[config.mk]
export PLATFORM = sky130hd
export DESIGN_NAME = ram_port_arb
export DESIGN_NICKNAME = d
export VERILOG_FILES = /design/src/rtl/ram_arb_pkg.sv /design/src/rtl/ram_port_arb_tag_fifo.sv /design/src/rtl/ram_port_arb.sv
export SDC_FILE = /design/constraint.sdc
export NUM_CORES = 1
export LEC_CHECK = 0
export CORE_MARGIN = 5
export CORE_UTILIZATION = 37
export CTS_CLUSTER_DIAMETER = 120
export CTS_CLUSTER_SIZE = 24
export DETAILED_ROUTE_END_ITERATION = 8
export PLACE_DENSITY = 0.87
export REMOVE_ABC_BUFFERS = 1
export SLEW_MARGIN = 20
export SYNTH_ARGS = -nofsm -noshare
export SYNTH_HDL_FRONTEND = slang
export SYNTH_HIERARCHICAL = 1
export SYNTH_SLANG_ARGS = --single-unit
[constraint.sdc]
create_clock -name clk -period 6.93 [get_ports clk]
set_clock_uncertainty 0.05 [all_clocks]
set_input_delay 0.693 -clock clk [delete_from_list [all_inputs] [get_ports clk]]
set_output_delay 0.693 -clock clk [all_outputs]
set_load 0.01 [all_outputs]
[src/rtl/ram_arb_pkg.sv]
// Shared types and helpers for the multi-port RAM front-end arbiter.
package ram_arb_pkg;

  localparam int NPORTS_MAX = 8;

  typedef logic [$clog2(NPORTS_MAX)-1:0] port_id_t;

  // Round-robin pick over a request vector padded to NPORTS_MAX bits.
  // Padding bits above the real port count are always zero, so wrapping
  // at NPORTS_MAX gives the same winner as wrapping at the real count.
  function automatic logic [NPORTS_MAX-1:0] rr_pick(input logic [NPORTS_MAX-1:0] req,
                                                   input port_id_t ptr);
    logic [NPORTS_MAX-1:0] gnt;
    logic                  found;
    port_id_t              idx;
    gnt   = '0;
    found = 1'b0;
    for (int k = 0; k < NPORTS_MAX; k++) begin
      idx = ptr + port_id_t'(k);
      if (!found && req[idx]) begin
        gnt[idx] = 1'b1;
        found    = 1'b1;
      end else begin
        found = found;
      end
    end
    return gnt;
  endfunction

endpackage

[src/rtl/ram_port_arb_tag_fifo.sv]
// Outstanding-read tag FIFO: remembers which port issued each read so that
// in-order read data can be steered back to its requester.
module tag_fifo
  import ram_arb_pkg::*;
#(
  parameter int DEPTH = 4
) (
  input  logic     clk,
  input  logic     rst_n,
  input  logic     push,
  input  port_id_t push_id,
  input  logic     pop,
  output logic     full,
  output logic     empty,
  output port_id_t head
);

  localparam int PTR_W = $clog2(DEPTH);
  localparam int CNT_W = PTR_W + 1;

  port_id_t         mem_q [DEPTH];
  logic [PTR_W-1:0] wr_ptr_q, wr_ptr_d;
  logic [PTR_W-1:0] rd_ptr_q, rd_ptr_d;
  logic [CNT_W-1:0] cnt_q, cnt_d;
  logic             do_push_s, do_pop_s;

  assign full  = (cnt_q == CNT_W'(DEPTH));
  assign empty = (cnt_q == CNT_W'(0));
  assign head  = mem_q[rd_ptr_q];

  // Next-state pointers and occupancy; pushes into a full FIFO and pops
  // from an empty one are ignored.
  always_comb begin
    do_push_s = push & ~full;
    do_pop_s  = pop & ~empty;
    wr_ptr_d  = do_push_s ? wr_ptr_q + PTR_W'(1) : wr_ptr_q;
    rd_ptr_d  = do_pop_s ? rd_ptr_q + PTR_W'(1) : rd_ptr_q;
    if (do_push_s && !do_pop_s) begin
      cnt_d = cnt_q + CNT_W'(1);
    end else if (!do_push_s && do_pop_s) begin
      cnt_d = cnt_q - CNT_W'(1);
    end else begin
      cnt_d = cnt_q;
    end
  end

  // Pointer and counter registers with synchronous active-low reset.
  always_ff @(posedge clk) begin
    if (!rst_n) begin
      wr_ptr_q <= PTR_W'(0);
      rd_ptr_q <= PTR_W'(0);
      cnt_q    <= CNT_W'(0);
    end else begin
      wr_ptr_q <= wr_ptr_d;
      rd_ptr_q <= rd_ptr_d;
      cnt_q    <= cnt_d;
    end
  end

  // Tag storage; contents need no reset since occupancy guards every read.
  always_ff @(posedge clk) begin
    if (do_push_s) begin
      mem_q[wr_ptr_q] <= push_id;
    end else begin
      mem_q[wr_ptr_q] <= mem_q[wr_ptr_q];
    end
  end

endmodule

[src/rtl/ram_port_arb.sv]
// Multi-port front-end for the DDR3 controller wrapper: round-robin request
// arbitration, posted writes, bounded outstanding reads with response steering.
module ram_port_arb
  import ram_arb_pkg::*;
#(
  parameter int NPORTS    = 2,
  parameter int ADDR_W    = 32,
  parameter int DATA_W    = 32,
  parameter int MAX_OUTST = 4
) (
  input  logic                           clk,
  input  logic                           rst_n,
  input  logic [NPORTS-1:0]              req_valid,
  output logic [NPORTS-1:0]              req_ready,
  input  logic [NPORTS-1:0]              req_we,
  input  logic [NPORTS*ADDR_W-1:0]       req_addr,
  input  logic [NPORTS*DATA_W-1:0]       req_wdata,
  input  logic [NPORTS*(DATA_W/8)-1:0]   req_be,
  output logic [NPORTS-1:0]              rsp_valid,
  output logic [DATA_W-1:0]              rsp_rdata,
  output logic [ADDR_W-1:0]              mem_addr,
  output logic [DATA_W-1:0]              mem_wdata,
  output logic [DATA_W/8-1:0]            mem_wmask,
  output logic                           mem_read_req,
  output logic                           mem_write_req,
  input  logic                           mem_read_ready,
  input  logic                           mem_write_ready,
  input  logic                           mem_read_data_valid,
  input  logic [DATA_W-1:0]              mem_read_data,
  output logic                           err_unexp
);

  localparam int BE_W = DATA_W / 8;

  logic [NPORTS-1:0]     elig_s, gnt_s;
  logic [NPORTS_MAX-1:0] elig_pad_s, gnt_pad_s;
  logic                  gnt_any_s, gnt_we_s;
  port_id_t              gnt_idx_s;
  logic                  fifo_full_s, fifo_empty_s, push_s, pop_s;
  port_id_t              head_s;
  port_id_t              rr_ptr_q, rr_ptr_d;
  logic [NPORTS-1:0]     rsp_valid_q, rsp_valid_d;
  logic [DATA_W-1:0]     rsp_rdata_q, rsp_rdata_d;
  logic                  err_q, err_d;

  // Eligibility and round-robin grant; a read is only eligible while the
  // tag FIFO has room, even if a pop happens in the same cycle.
  always_comb begin
    elig_s = '0;
    for (int i = 0; i < NPORTS; i++) begin
      elig_s[i] = req_valid[i] & (req_we[i] ? mem_write_ready
                                            : (mem_read_ready & ~fifo_full_s));
    end
    elig_pad_s             = '0;
    elig_pad_s[NPORTS-1:0] = elig_s;
    gnt_pad_s              = rr_pick(elig_pad_s, rr_ptr_q);
    gnt_s                  = gnt_pad_s[NPORTS-1:0];
    gnt_any_s              = |gnt_pad_s;
    gnt_idx_s              = '0;
    for (int k = 0; k < NPORTS_MAX; k++) begin
      gnt_idx_s = gnt_pad_s[k] ? port_id_t'(k) : gnt_idx_s;
    end
  end

  // Downstream bus mux: one-hot AND-OR select, all zero when nothing is granted.
  // The write mask is only meaningful for writes and is zero on reads.
  always_comb begin
    mem_addr  = '0;
    mem_wdata = '0;
    mem_wmask = '0;
    gnt_we_s  = 1'b0;
    for (int i = 0; i < NPORTS; i++) begin
      mem_addr  = mem_addr  | ({ADDR_W{gnt_s[i]}} & req_addr[i*ADDR_W +: ADDR_W]);
      mem_wdata = mem_wdata | ({DATA_W{gnt_s[i]}} & req_wdata[i*DATA_W +: DATA_W]);
      mem_wmask = mem_wmask | ({BE_W{gnt_s[i] & req_we[i]}} & req_be[i*BE_W +: BE_W]);
      gnt_we_s  = gnt_we_s  | (gnt_s[i] & req_we[i]);
    end
    mem_read_req  = gnt_any_s & ~gnt_we_s;
    mem_write_req = gnt_any_s & gnt_we_s;
  end

  assign req_ready = gnt_s;
  assign push_s    = gnt_any_s & ~gnt_we_s;
  assign pop_s     = mem_read_data_valid & ~fifo_empty_s;

  tag_fifo #(
    .DEPTH (MAX_OUTST)
  ) u_tag_fifo (
    .clk     (clk),
    .rst_n   (rst_n),
    .push    (push_s),
    .push_id (gnt_idx_s),
    .pop     (pop_s),
    .full    (fifo_full_s),
    .empty   (fifo_empty_s),
    .head    (head_s)
  );

  // Next round-robin pointer, response stage contents and sticky error.
  always_comb begin
    if (gnt_any_s) begin
      rr_ptr_d = (gnt_idx_s == port_id_t'(NPORTS - 1)) ? port_id_t'(0)
                                                       : gnt_idx_s + port_id_t'(1);
    end else begin
      rr_ptr_d = rr_ptr_q;
    end
    for (int i = 0; i < NPORTS; i++) begin
      rsp_valid_d[i] = pop_s & (head_s == port_id_t'(i));
    end
    rsp_rdata_d = pop_s ? mem_read_data : rsp_rdata_q;
    err_d       = err_q | (mem_read_data_valid & fifo_empty_s);
  end

  // State registers with synchronous active-low reset.
  always_ff @(posedge clk) begin
    if (!rst_n) begin
      rr_ptr_q    <= port_id_t'(0);
      rsp_valid_q <= '0;
      rsp_rdata_q <= '0;
      err_q       <= 1'b0;
    end else begin
      rr_ptr_q    <= rr_ptr_d;
      rsp_valid_q <= rsp_valid_d;
      rsp_rdata_q <= rsp_rdata_d;
      err_q       <= err_d;
    end
  end

  assign rsp_valid = rsp_valid_q;
  assign rsp_rdata = rsp_rdata_q;
  assign err_unexp = err_q;

endmodule

==> flow_summary.json, run 1 <==
{
  "pin_count": 284,
  "wirelength_um": 20000,
  "cts_buffers": 9,
  "timing.rr.start": "rr_ptr_q[0]",
  "clockRootBuffer": "clkbuf_8",
  "syn_area_sq_um": 3780,
  "most-common-layout-cells": "clkdlybuf4s50_1 (283), nand2_1 (81), a22o_1 (64), dfxtp_1 (47), a21oi_1 (44)",
  "cts_hold_buffers": 0,
  "power.leakage_nw": 2.52,
  "grtUsageTotal": 0.308,
  "synthesis.instances": 433,
  "ys_seq_area_frac": 0.345,
  "cts_num_sinks": 59,
  "drv_slew": 0,
  "clk_path_buf_depth": 2,
  "syn_avg_cell_area_sq_um": 8.72,
  "top_usage_layer": "met2",
  "place.gp.congestion": 1.01,
  "drive_gt1_frac": 0.0567,
  "core_sq_um": 9860,
  "endpoint": "mem_wdata[11]",
  "use_met2": 0.534,
  "hold_viol_final": 0,
  "grt_max_degree": 68,
  "crit_type": "flop to output pin",
  "overflow": 0,
  "die_w_um": 111,
  "max_cap_viol_count": 0,
  "fmax_mhz": 187,
  "drc_errors": 0,
  "worstSetupEndpointType": "output pin",
  "ant_nets": 0,
  "synth_cell_types": 67,
  "maxSlewHeadroom": 0.335,
  "peakVddDrop_mv": 0.191,
  "cp-startpoint": "rr_ptr_q[0]",
  "cts_tree": "done",
  "vias": 4733,
  "synth_warnings": 6,
  "wl_per_cell_um": 23.7,
  "grt_pass1_vias": 4797,
  "clk_pin_slew_worst_paths_ns": 0.07,
  "setup_viol": 0,
  "placed_cells": 823,
  "reg2reg_depth": 18,
  "n_fill_cell": 741,
  "period_minus_slack_ns": 5.34,
  "dr.pass1.iters": 5,
  "synth_edf_count": 12,
  "rsz0062_at_grt": "no",
  "fp.dieArea_sq_um": 12300,
  "async_flop_share": 0,
  "p_total_mw": 2.20,
  "r2r_end": "u_tag_fifo/cnt_q[2]",
  "arrival_ns": 4.60,
  "die_h_um": 111,
  "powerDensity_nw_per_um2": 320,
  "rrSetupSlack_ns": 1.62,
  "dp_hpwl_um": 16400,
  "crit_required_ns": 6.19,
  "grt_pass1_wl_um": 29200,
  "synthFlopType": "dfxtp_1",
  "viasPerCell": 5.63,
  "row_count": 36,
  "area_growth_syn_to_layout_pct": 82.2,
  "fin_tns_setup_ns": 0,
  "synth-seq-cells": 59,
  "fin_cells": 841,
  "layout_commonest_cell": "clkdlybuf4s50_1",
  "portBuffers": 283,
  "use_met3": 0.132,
  "postCtsSetupRepairBufs": 0,
  "antenna_found_initial": 2,
  "critical_path.max_fanout": 51,
  "met1_usage": 0.341,
  "max_slew.worst_pin.slew_ns": 0.996,
  "fin_nets": 890,
  "cts_resized": 0,
  "hp-class": "flop to flop",
  "final_core_util": 0.698,
  "critPathLaunchType": "flop",
  "outcome": "complete, no violations",
  "clock_latency_ns": 0.33,
  "period_share": 0.771,
  "initial_utilization": 0.383,
  "first_iter_violations": 429,
  "h-tree-depth": 3
}
synthesized netlist by cell type (3+ instances only):
library cell / number / area [sq um]
a32o_1: 5 / 50.1
and2_1: 16 / 100
and3_1: 4 / 25.0
a22o_1: 64 / 561
a32oi_1: 3 / 26.3
nor2_1: 9 / 33.8
nor2b_1: 6 / 37.5
a21oi_1: 44 / 220
inv_1: 12 / 45.0
dfxtp_1: 47 / 941
nor3_1: 4 / 20.0
nand2b_1: 4 / 25.0
o21ai_0: 5 / 25.0
mux4_2: 3 / 67.6
ha_1: 11 / 138
nand2_1: 81 / 304
clkbuf_1: 23 / 86.3
xor2_1: 3 / 26.3
xnor2_1: 4 / 35.0
mux2i_1: 4 / 40.0
edfxtp_1: 12 / 360
buf_2: 4 / 20.0
nand3_1: 4 / 20.0
nor4_1: 3 / 18.8
o2111ai_1: 3 / 26.3
metal layers:
metal	up-vias	wire length [um]
li1	2170	-
met1	2243	7120
met2	285	9910
met3	35	2420
met4	0	508
met5	-	0
stage by stage:
stage,hold slack (ns),setup slack [ns],area [sq um]
after floorplan,0.418,-0.112,3650
after global placement,0.392,1.79,6700
after detailed placement,0.396,1.62,6700
after CTS,0.405,1.62,6880
after global routing,0.423,1.25,6880
final,0.404,1.59,6880
power by group:
group | switching [mW] | internal [mW]
clock network | 0.140 | 0.131
registers | 0.0624 | 0.424
logic | 0.723 | 0.720
cell type report:
class | count | area, sq um | share of cell area
timing repair buffer | 287 | 2860 | 0.416
antenna | 2 | 5.00 | 0.000727
tap | 133 | 166 | 0.0242
multi-input combinational | 331 | 2320 | 0.337
clock inverter | 7 | 53.8 | 0.00782
clock buffer | 9 | 124 | 0.0180
inverter | 13 | 48.8 | 0.00709
sequential | 59 | 1300 | 0.189
logic make-up (layout without fill, tap and decap cells):
kind of cell | after synthesis | count (layout) | synth area share
AO/OA/AOI/OAI | 162 | 162 | 0.340
AND/OR/NAND/NOR | 143 | 143 | 0.183
flip-flops | 59 | 59 | 0.345
buffers and inverters | 43 | 316 | 0.0461
adder cells (fa/ha/maj) | 12 | 12 | 0.0417
XOR/XNOR | 7 | 7 | 0.0162
multiplexers | 7 | 7 | 0.0285
other | 0 | 2 | 0
sequential cells by signal, summed over array words and instances, names as in the netlist, named ones only:
signal	cells
rsp_valid	2
u_tag_fifo/cnt_q	3
u_tag_fifo/wr_ptr_q	2
err_unexp	1
rr_ptr_q	3
u_tag_fifo/mem_q	12
u_tag_fifo/rd_ptr_q	2
rsp_rdata	32
worst max-delay path, stage by stage, from the launching register on:
cell,delay [ns]
dfxtp_1,0.69
inv_1,0.17
ha_1,0.42
nand2b_1,0.23
and3_1,0.20
o32ai_1,0.29
mux2i_1,0.16
o2111ai_4,0.58
buf_4,0.56
a22o_1,0.28
clkdlybuf4s50_1,0.66
worst min-delay path by stage:
stage                             endpoint  cells after the start              startpoint
detailed placement           rsp_rdata[27]                      2           rsp_rdata[27]
CTS                          rsp_rdata[27]                      2           rsp_rdata[27]
floorplan           u_tag_fifo/wr_ptr_q[1]                      2  u_tag_fifo/wr_ptr_q[1]
global placement             rsp_rdata[29]                      2           rsp_rdata[29]
global route                 rsp_rdata[27]                      2           rsp_rdata[27]
finish                       rsp_rdata[27]                      2           rsp_rdata[27]
(Power assumes the default switching activity.)
==> run 2: changes to the inputs <==
--- a/config.mk
+++ b/config.mk
@@ -6,11 +6,11 @@
 export NUM_CORES = 1
 export LEC_CHECK = 0
 export CORE_MARGIN = 5
-export CORE_UTILIZATION = 37
+export CORE_UTILIZATION = 31
 export CTS_CLUSTER_DIAMETER = 120
 export CTS_CLUSTER_SIZE = 24
 export DETAILED_ROUTE_END_ITERATION = 8
-export PLACE_DENSITY = 0.87
+export PLACE_DENSITY = 0.78
 export REMOVE_ABC_BUFFERS = 1
 export SLEW_MARGIN = 20
 export SYNTH_ARGS = -nofsm -noshare
==> constraint.sdc (replaced) <==
create_clock -name clk -period 4.6 [get_ports clk]
set_clock_uncertainty 0.05 [all_clocks]
set_input_delay 0.46 -clock clk [delete_from_list [all_inputs] [get_ports clk]]
set_output_delay 0.46 -clock clk [all_outputs]
set_load 0.01 [all_outputs]
==> flow_summary.json, run 2 (synthesis gave the netlist of run 1 again) <==
{
  "worstHoldStart": "rsp_rdata[10]",
  "antenna_found_initial": 1,
  "grt_max_degree": 60,
  "clock_latency_ns": 0.32,
  "hold_viol_final": 0,
  "drv_slew": 0,
  "vias": 4676,
  "rsz0062_at_grt": "no",
  "overflow": 0,
  "reg2reg_depth": 17,
  "cts_buffers": 9,
  "grtUsageTotal": 0.228,
  "internal-power_mw": 2.20,
  "viasPerCell": 5.39,
  "p_sw_mw": 1.39,
  "fp.dieArea_sq_um": 14500,
  "n_fill_cell": 1064,
  "seq_area_sq_um": 1300,
  "clockRootBuffer": "clkbuf_16",
  "p_comb_frac": 0.631,
  "pin_count": 284,
  "final_core_util": 0.594,
  "wl_per_cell_um": 20.2,
  "setup_viol": 0,
  "crit_slowest_cell": "o41a_2",
  "cpLargestDelayFamily": "simple AND/OR/NAND/NOR gates",
  "p_sw_frac": 0.387,
  "drive_gt1_frac": 0.0681,
  "fin_cells": 868,
  "fin_tns_setup_ns": 0,
  "period_minus_slack_ns": 4.29,
  "drc_errors": 0,
  "core_sq_um": 12000,
  "arrival_ns": 4.48,
  "rrSetupSlack_ns": 0.31,
  "placed_cell_area_sq_um": 6820,
  "max_slew.worst_pin.slew_ns": 0.614,
  "initial_utilization": 0.316,
  "r2r_end": "u_tag_fifo/cnt_q[2]",
  "postCtsSetupRepairBufs": 0,
  "die_w_um": 120,
  "timing.rr.start": "rr_ptr_q[0]",
  "crit_required_ns": 4.80,
  "cts_hold_buffers": 0,
  "cts_tree": "done",
  "dp_hpwl_um": 14300,
  "hold_slack_ns": 0.402,
  "fin_nets": 904,
  "grt_pass1_wl_um": 25800,
  "multi_input_area_sq_um": 2320,
  "grt_pass1_vias": 4744,
  "wirelength_um": 17500,
  "critPathLaunchType": "flop",
  "maxSlewHeadroom": 0.586,
  "row_count": 40,
  "worst-path-buf-inv": 2,
  "cp.depth": 17,
  "power.leakage_nw": 2.64,
  "hp-class": "flop to flop",
  "area_growth_syn_to_layout_pct": 88.1,
  "cts_num_sinks": 59,
  "ant_nets": 0,
  "fmax_mhz": 233,
  "h-tree-depth": 3,
  "placed_cells": 851,
  "seq_power_share": 0.196,
  "place.gp.congestion": 0.880,
  "worstSetupEndpointType": "flop",
  "most-common-layout-cells": "clkdlybuf4s50_1 (283), nand2_1 (81), a22o_1 (64), dfxtp_1 (47), a21oi_1 (44)",
  "powerDensity_nw_per_um2": 505,
  "final_cell_area_sq_um": 7100,
  "dr.pass1.iters": 6,
  "layout_commonest_cell": "clkdlybuf4s50_1",
  "hold-path-endpoint": "rsp_rdata[10]",
  "whs_path_depth": 2,
  "outcome": "complete, no violations",
  "max_cap_viol_count": 0,
  "clock_power_share": 0.173,
  "period_share": 0.932,
  "crit_type": "flop to flop",
  "first_iter_violations": 379,
  "cts_resized": 0,
  "crit_chain": "buf_4 > ha_1 > nand2b_1 > and3_1 > o21ai_0 > a21oi_1 > o41a_2 > and2_1 > a21o_1 > nor2b_1 > nor2b_1 > ha_1 > inv_1 > fa_1 > xor2_1 > or3_1 > a21boi_1",
  "critical_path.max_fanout": 14,
  "largest_reg_flops": 32,
  "clk_pin_slew_worst_paths_ns": 0.05,
  "peakVddDrop_mv": 0.227,
  "portBuffers": 283,
  "clk_path_buf_depth": 2,
  "die_h_um": 120,
  "cp_slowest_stage_delay_ns": 0.54
}
run 2: cell types whose count changed in the layout (fill, tap and decap cells not counted):
cell,previous run,this run
clkbuf_1,0,4
buf_4,4,18
clkbuf_8,9,0
clkinv_1,1,2
bufinv_16,0,1
clkinv_4,2,0
clkinvlp_4,3,0
clkbuf_16,0,9
diode_2,2,1
inv_6,1,0
run 2: cell type report:
cell class              count  area share
diodes                      1    0.000352
flip-flops and latches     59       0.183
clock buffers              13      0.0338
repair buffers            301       0.418
well taps                 147      0.0259
clock inverters             3     0.00546
inverters                  13     0.00687
multi-input cells         331       0.327
run 2: power groups by stage:
stage	clock network (mW)	logic, mW	registers (mW)
detailed placement	0	2.25	0.712
floorplan	0	1.06	0.744
global placement	0	2.25	0.704
finish	0.620	2.27	0.702
global route	0.655	2.43	0.714
CTS	0.632	2.27	0.703
run 2: tightest hold or removal path: cells and delay by family, from the launching register on:
family,cells,cell delay (ns)
compound gates,1,0.05
flops,1,0.30
simple gates,1,0.05
run 2: worst max-delay path by stage:
stage | slack, ns | from | to
6_report | 0.31 | rr_ptr_q[0] | u_tag_fifo/cnt_q[2]
4_1_cts | 0.34 | rr_ptr_q[1] | u_tag_fifo/cnt_q[2]
3_5_place_dp | 0.25 | mem_read_ready | u_tag_fifo/cnt_q[2]
3_3_place_gp | 0.35 | req_we[0] | u_tag_fifo/cnt_q[2]
2_1_floorplan | -2.44 | rr_ptr_q[0] | u_tag_fifo/cnt_q[2]
5_1_grt | 0.09 | rr_ptr_q[1] | u_tag_fifo/cnt_q[2]
run 2: per-layer routing:
layer  share of wire  track usage  vias to the layer above
met5               0            0                        -
met1            0.37        0.258                     2172
met2            0.49        0.384                      255
li1                -            -                     2204
met4           0.031       0.0786                        0
met3            0.11       0.0968                       45
run 2: per-stage QoR:
step | total power [mW] | setup slack (ns)
2_1_floorplan | 1.81 | -2.44
3_3_place_gp | 2.95 | 0.347
3_5_place_dp | 2.96 | 0.251
4_1_cts | 3.61 | 0.344
5_1_grt | 3.80 | 0.0913
6_report | 3.59 | 0.311
==> RTL edit 1, RTL diff (flow settings as in run 2) <==
`rsp_rdata_q` no longer has a reset.
--- a/src/rtl/ram_port_arb.sv
+++ b/src/rtl/ram_port_arb.sv
@@ -116,14 +116,16 @@
     if (!rst_n) begin
       rr_ptr_q    <= port_id_t'(0);
       rsp_valid_q <= '0;
-      rsp_rdata_q <= '0;
       err_q       <= 1'b0;
     end else begin
       rr_ptr_q    <= rr_ptr_d;
       rsp_valid_q <= rsp_valid_d;
-      rsp_rdata_q <= rsp_rdata_d;
       err_q       <= err_d;
     end
+  end
+
+  always_ff @(posedge clk) begin
+    rsp_rdata_q <= rsp_rdata_d;
   end
 
   assign rsp_valid = rsp_valid_q;
Function: differs if rst_n is asserted again (counterexample within 4 cycles, from zero or initial values and one cycle with rst_n low); with rst_n held inactive, the same outputs for 10 cycles.
==> RTL edit 1 against run 2 <==
Power decreased by 5.5%. First-iteration DRC count shrank 23%. Critical path type unchanged. Routed wire length is 2.0% higher. Critical endpoint unchanged. Final area up 0.81%. Count of clock-buffer cells in the layout fell by 2. Sequential cell count did not move. Fmax shrank 0.92%. Setup slack got worse by 0.040 ns. Area after synthesis is essentially flat. Highest routed layer is now met5.
==> RTL edit 1: results (changes against run 2) <==
Logic synthesis
  • Synth Flop Type: edfxtp_1
  • Top cells by count, synth: a22o_1 (69), edfxtp_1 (44), dfxtp_1 (15)
  • Synth unique cells: 68 (+1.5%)
  • Asr flop ratio synth: 0 (unchanged)
  • Mapped Cells: 342 (-21%)
  • Syn. warnings: 6 (unchanged)
  • EDFF count, synth: 44 (+32)
  • Sequential share of the synthesized area: 0.430 (+0.0850)
  • Area contributors post-synth: edfxtp_1 (35%), a22o_1 (16%), dfxtp_1 (8.0%)

Setup path
  • Max incr delay on CP: 0.42 ns (-0.12 ns)
  • Slowest stage cell, crit path: dfxtp_1
  • Crit path max-delay family: simple AND/OR/NAND/NOR gates
  • Critical path launch point: u_tag_fifo/cnt_q[2]
  • Critical-path maximum fanout: 10 (-4)
  • Critical path arrival: 4.52 ns (+0.04 ns)

Route
  • Pre-antenna DRT Iters: 5 (-1)
  • Drt wl/cell: 22.7 microns (+13%)
  • Initial DRC Count: 290 (-23%)
  • Total wire length: 17.9 mm (+2.0%)
  • Via count of the routed design: 4246 (-9.2%)

Clock network
  • CTS buffer count: 9 (unchanged)
  • Clock Latency Late Sink: 0.31 ns
  • Clock tree root driver cell: clkbuf_16
  • Max Root-Sink Buffers: 2 (unchanged)
  • H-tree levels: 3 (unchanged)
  • Clock transition at the registers of the reported paths: 0.05 ns (about the same)

Global route
  • First-pass GRT wire length: 25.6 mm (-0.72%)
  • Initial antenna violation count: 4 (+3)
  • Gr usage total: 0.233 (+0.00503)
  • Largest net degree at the start of global routing: 42 (-30%)
  • Total grt overflow: 0 (unchanged)
  • Vias in the first global route: 4336 (-8.6%)

Placement
  • # port buffers: 283 (unchanged)
  • Cells after DPL: 766 (-10%)
  • DP HPWL: 14.8 mm (+3.0%)
  • GPL Wtd Cong: 0.934 (+6.2%)
  • Post-DP Area: 6830 sq um (about the same)

Finish
  • Share of layout cells above drive strength 1: 0.0866 (+0.0186)
  • Nets@finish: 820 (-9.3%)
  • Max FFs per register: 32 (unchanged)

Run status
  • Status: finished, final reports clean

Timing
  • Slew margin rel.: 0.643 (+0.0563)

Pwr
  • Leak: 2.65 nW (+0.20%)
  • Max VDD drop: 0.215 mV (-5.2%)
  • Net Sw Frac: 0.370 (-0.0174)

Min path
  • Worst hold start: u_tag_fifo/wr_ptr_q[0]
  • Worst hold path type: register to register
## RTL edit 1: power by group through the flow
stage                     clock network, mW  registers (mW)  logic [mW]
after global routing                  0.658           0.796        2.14
after CTS                             0.625           0.782        1.96
after global placement                    0           0.783        1.93
after floorplan                           0           0.834       0.923
after detailed placement                  0           0.791        1.94
final                                 0.613           0.786        1.99
## RTL edit 1: worst paths after layout
kind	slack, ns	depth (start not counted)	endpoint
worst max register to register	0.27	16	u_tag_fifo/cnt_q[2]
worst max-delay path	0.27	16	u_tag_fifo/cnt_q[2]
worst min-delay path	0.46	2	u_tag_fifo/wr_ptr_q[0]
worst min register to register	0.46	2	u_tag_fifo/wr_ptr_q[0]
## RTL edit 1: logic make-up after synthesis
family          after synthesis  share of synthesized area
buf+inv                      36                     0.0424
mux                          10                     0.0388
compound gates              137                      0.302
flops                        59                      0.430
simple gates                 80                      0.125
fa+ha+maj                    12                     0.0418
xor+xnor                      8                     0.0206
## RTL edit 1: timing repair
action                                  in CTS  in global routing
buffers inserted                             0                  1
hold buffers                                 0                  0
endpoints found under the hold margin        0                  0
endpoints found under the setup margin       2                 50
pin swaps                                    0                  1
resized for setup                            2                  5
## RTL edit 1: layout make-up
| type | count | area (sq um) |
|---|---|---|
| Fill cell | 980 | 4800 |
| Timing Repair Buffer | 304 | 2990 |
| Multi-Input combinational cell | 247 | 2040 |
| Sequential cell | 59 | 1620 |
| Clock buffer | 11 | 233 |
| Tap cell | 147 | 184 |
| Clock inverter | 4 | 42.5 |
| Inverter | 10 | 37.5 |
| Antenna cell | 4 | 10.0 |
## RTL edit 1: worst register-to-register path, cell delays in order, from the launching register on
cell and delay (ns):
dfxtp_1 0.42, nor3b_4 0.34, nor3b_2 0.12, o21a_1 0.31
a221o_1 0.38, a221oi_2 0.37, a221o_1 0.30, nor4b_2 0.09
nor3b_2 0.20, nor3_1 0.20, nor2b_1 0.23, ha_1 0.21
inv_1 0.06, fa_1 0.38, xor2_1 0.16, or3_1 0.31
a21boi_1 0.14
## RTL edit 1: per-stage QoR
| stage | total power [mW] | setup WS, ns | utilization |
|---|---|---|---|
| floorplan | 1.76 | -1.24 | - |
| global placement | 2.71 | 0.0311 | 0.571 |
| detailed placement | 2.73 | -0.0232 | 0.571 |
| CTS | 3.37 | 0.0892 | 0.594 |
| global route | 3.59 | -0.0214 | 0.598 |
| finish | 3.39 | 0.271 | 0.599 |
## RTL edit 1: per-layer routing
layer / GRT usage / vias up / wire, microns
li1: - / 1957 / -
met1: 0.261 / 2019 / 6380
met2: 0.407 / 243 / 9140
met3: 0.0861 / 25 / 1940
met4: 0.0807 / 2 / 379
met5: 0 / - / 12
==> RTL edit 2, RTL diff (flow settings as in run 2) <==
Made on the original files. The parameter `ADDR_W` goes from 32 to 48.
--- a/src/rtl/ram_port_arb.sv
+++ b/src/rtl/ram_port_arb.sv
@@ -4,7 +4,7 @@
   import ram_arb_pkg::*;
 #(
   parameter int NPORTS    = 2,
-  parameter int ADDR_W    = 32,
+  parameter int ADDR_W    = 48,
   parameter int DATA_W    = 32,
   parameter int MAX_OUTST = 4
 ) (
Interface: changed (resized mem_addr and req_addr); port bits go from 284 to 332. No check against the original RTL was run, so the function may have changed too.
==> RTL edit 2 against run 2 <==
Routed wire length is 24% higher. Power grew 8.7%. Largest cell class unchanged. Sequential cell count unchanged. Critical endpoint is now mem_addr[8]. Area after synthesis grew 3.6%. Final area rose by 9.7%. Largest power group unchanged. Setup slack worse by 0.068 ns. Fmax is 1.6% lower.
==> RTL edit 2: results (changes against run 2) <==
Run status
  • Status: finished, final reports clean

Placement
  • Cells after DPL: 944 (+11%)
  • # port buffers: 331 (+17%)
  • Post-DP Area: 7480 sq um (+9.7%)
  • GPL Wtd Cong: 0.903 (+2.6%)
  • Pre-CTS WS: 0.140 ns (-0.111 ns)
  • DP HPWL: 17.6 mm (+23%)

Clock network
  • Max Root-Sink Buffers: 2 (unchanged)
  • CTS buffer count: 9 (unchanged)

Finish
  • Nets@finish: 1004 (+11%)
  • Share of layout cells above drive strength 1: 0.0685 (+0.000472)
  • Layout fillers: 1086 (+2.1%)
  • Area growth, synth to finish: 99.1%
  • Non-Filler Instances: 966 (+11%)

Logic synthesis
  • Sequential share of the synthesized area: 0.332 (-0.0121)
  • Top cells by count, synth: nand2_1 (81), a22o_1 (80), dfxtp_1 (47)
  • Mapped Cells: 453 (+4.6%)
  • Area contributors post-synth: dfxtp_1 (24%), a22o_1 (18%), edfxtp_1 (9.2%)
  • Synth unique cells: 64 (-4.5%)
  • Syn. warnings: 6 (unchanged)

Route
  • Pre-antenna DRT Iters: 5 (-1)
  • Initial DRC Count: 402 (+6.1%)
  • Total wire length: 21.8 mm (+24%)
  • Via count of the routed design: 5192 (+11%)

Global route
  • Initial antenna violation count: 9 (+8)
  • First-pass GRT wire length: 30.6 mm (+19%)
  • Gr usage total: 0.272 (+0.0442)
  • Largest net degree at the start of global routing: 82 (+37%)
  • Vias in the first global route: 5219 (+10%)

Pwr
  • Max VDD drop: 0.256 mV (+13%)
  • Leak: 2.90 nW (+9.9%)

Setup path
  • FF-to-FF path depth: 17 (unchanged)
  • Worst setup EP type: output port
  • Reg2Reg Setup Slack: 0.34 ns (+0.03 ns)
  • Reg2reg end: u_tag_fifo/cnt_q[2]
  • Critical-path maximum fanout: 81 (+67)
  • Critical path arrival: 3.85 ns (-0.63 ns)
  • Critical path launch point: rr_ptr_q[1]
  • CP endpoint: mem_addr[8]

Timing
  • Final hold slack: 0.402 ns (-0.000416 ns)
  • Tightest Pin Transition: 0.683 ns (+0.0697 ns)
  • Tcrit/Tclk final: 0.947 (+0.0147)

Min path
  • Worst hold endpoint: rsp_rdata[31]
  • Worst hold path type: register to register
  • Worst hold start: rsp_rdata[31]
RTL edit 2: layout make-up:
| type | instances | share of cell area |
|---|---|---|
| tap | 172 | 0.0276 |
| inverter | 13 | 0.00626 |
| antenna | 6 | 0.00193 |
| sequential | 59 | 0.167 |
| clock inverter | 6 | 0.00706 |
| clock buffer | 10 | 0.0307 |
| timing repair buffer | 353 | 0.447 |
| multi-input combinational | 347 | 0.313 |
RTL edit 2: critical path, stage by stage, from the launching register on:
cell and delay, ns:
dfxtp_1 0.34, inv_1 0.11, ha_1 0.33, buf_4 0.17
inv_1 0.19, a221oi_1 0.11, o32ai_1 0.24, mux2i_1 0.17
o2111ai_4 0.31, buf_6 0.51, a22o_1 0.37, clkdlybuf4s50_1 0.59
RTL edit 2: cells by family (layout without fill, tap and decap cells):
family,after synthesis,after routing,synth area share
XOR/XNOR,7,7,0.0157
buffers and inverters,47,382,0.0496
AO/OA/AOI/OAI,178,178,0.360
adder cells (fa/ha/maj),12,12,0.0403
other,0,6,0
multiplexers,7,7,0.0275
AND/OR/NAND/NOR,143,143,0.175
flip-flops,59,59,0.332
RTL edit 2: timing repair:
action,4_1_cts,5_1_grt
setup endpoints to repair,0,23
buffers inserted,0,0
gates resized for setup,0,1
RTL edit 2: power breakdown:
group | switching, mW | total (mW) | internal [mW]
Combinational | 1.25 | 2.55 | 1.30
Sequential | 0.0625 | 0.703 | 0.641
Clock | 0.220 | 0.647 | 0.427
RTL edit 2: per-layer routing:
| layer | global-route usage | wire (microns) | vias up |
|---|---|---|---|
| met4 | 0.111 | 655 | 6 |
| met1 | 0.327 | 8190 | 2454 |
| li1 | - | - | 2380 |
| met5 | 0 | 28 | - |
| met2 | 0.456 | 10700 | 307 |
| met3 | 0.0793 | 2160 | 45 |
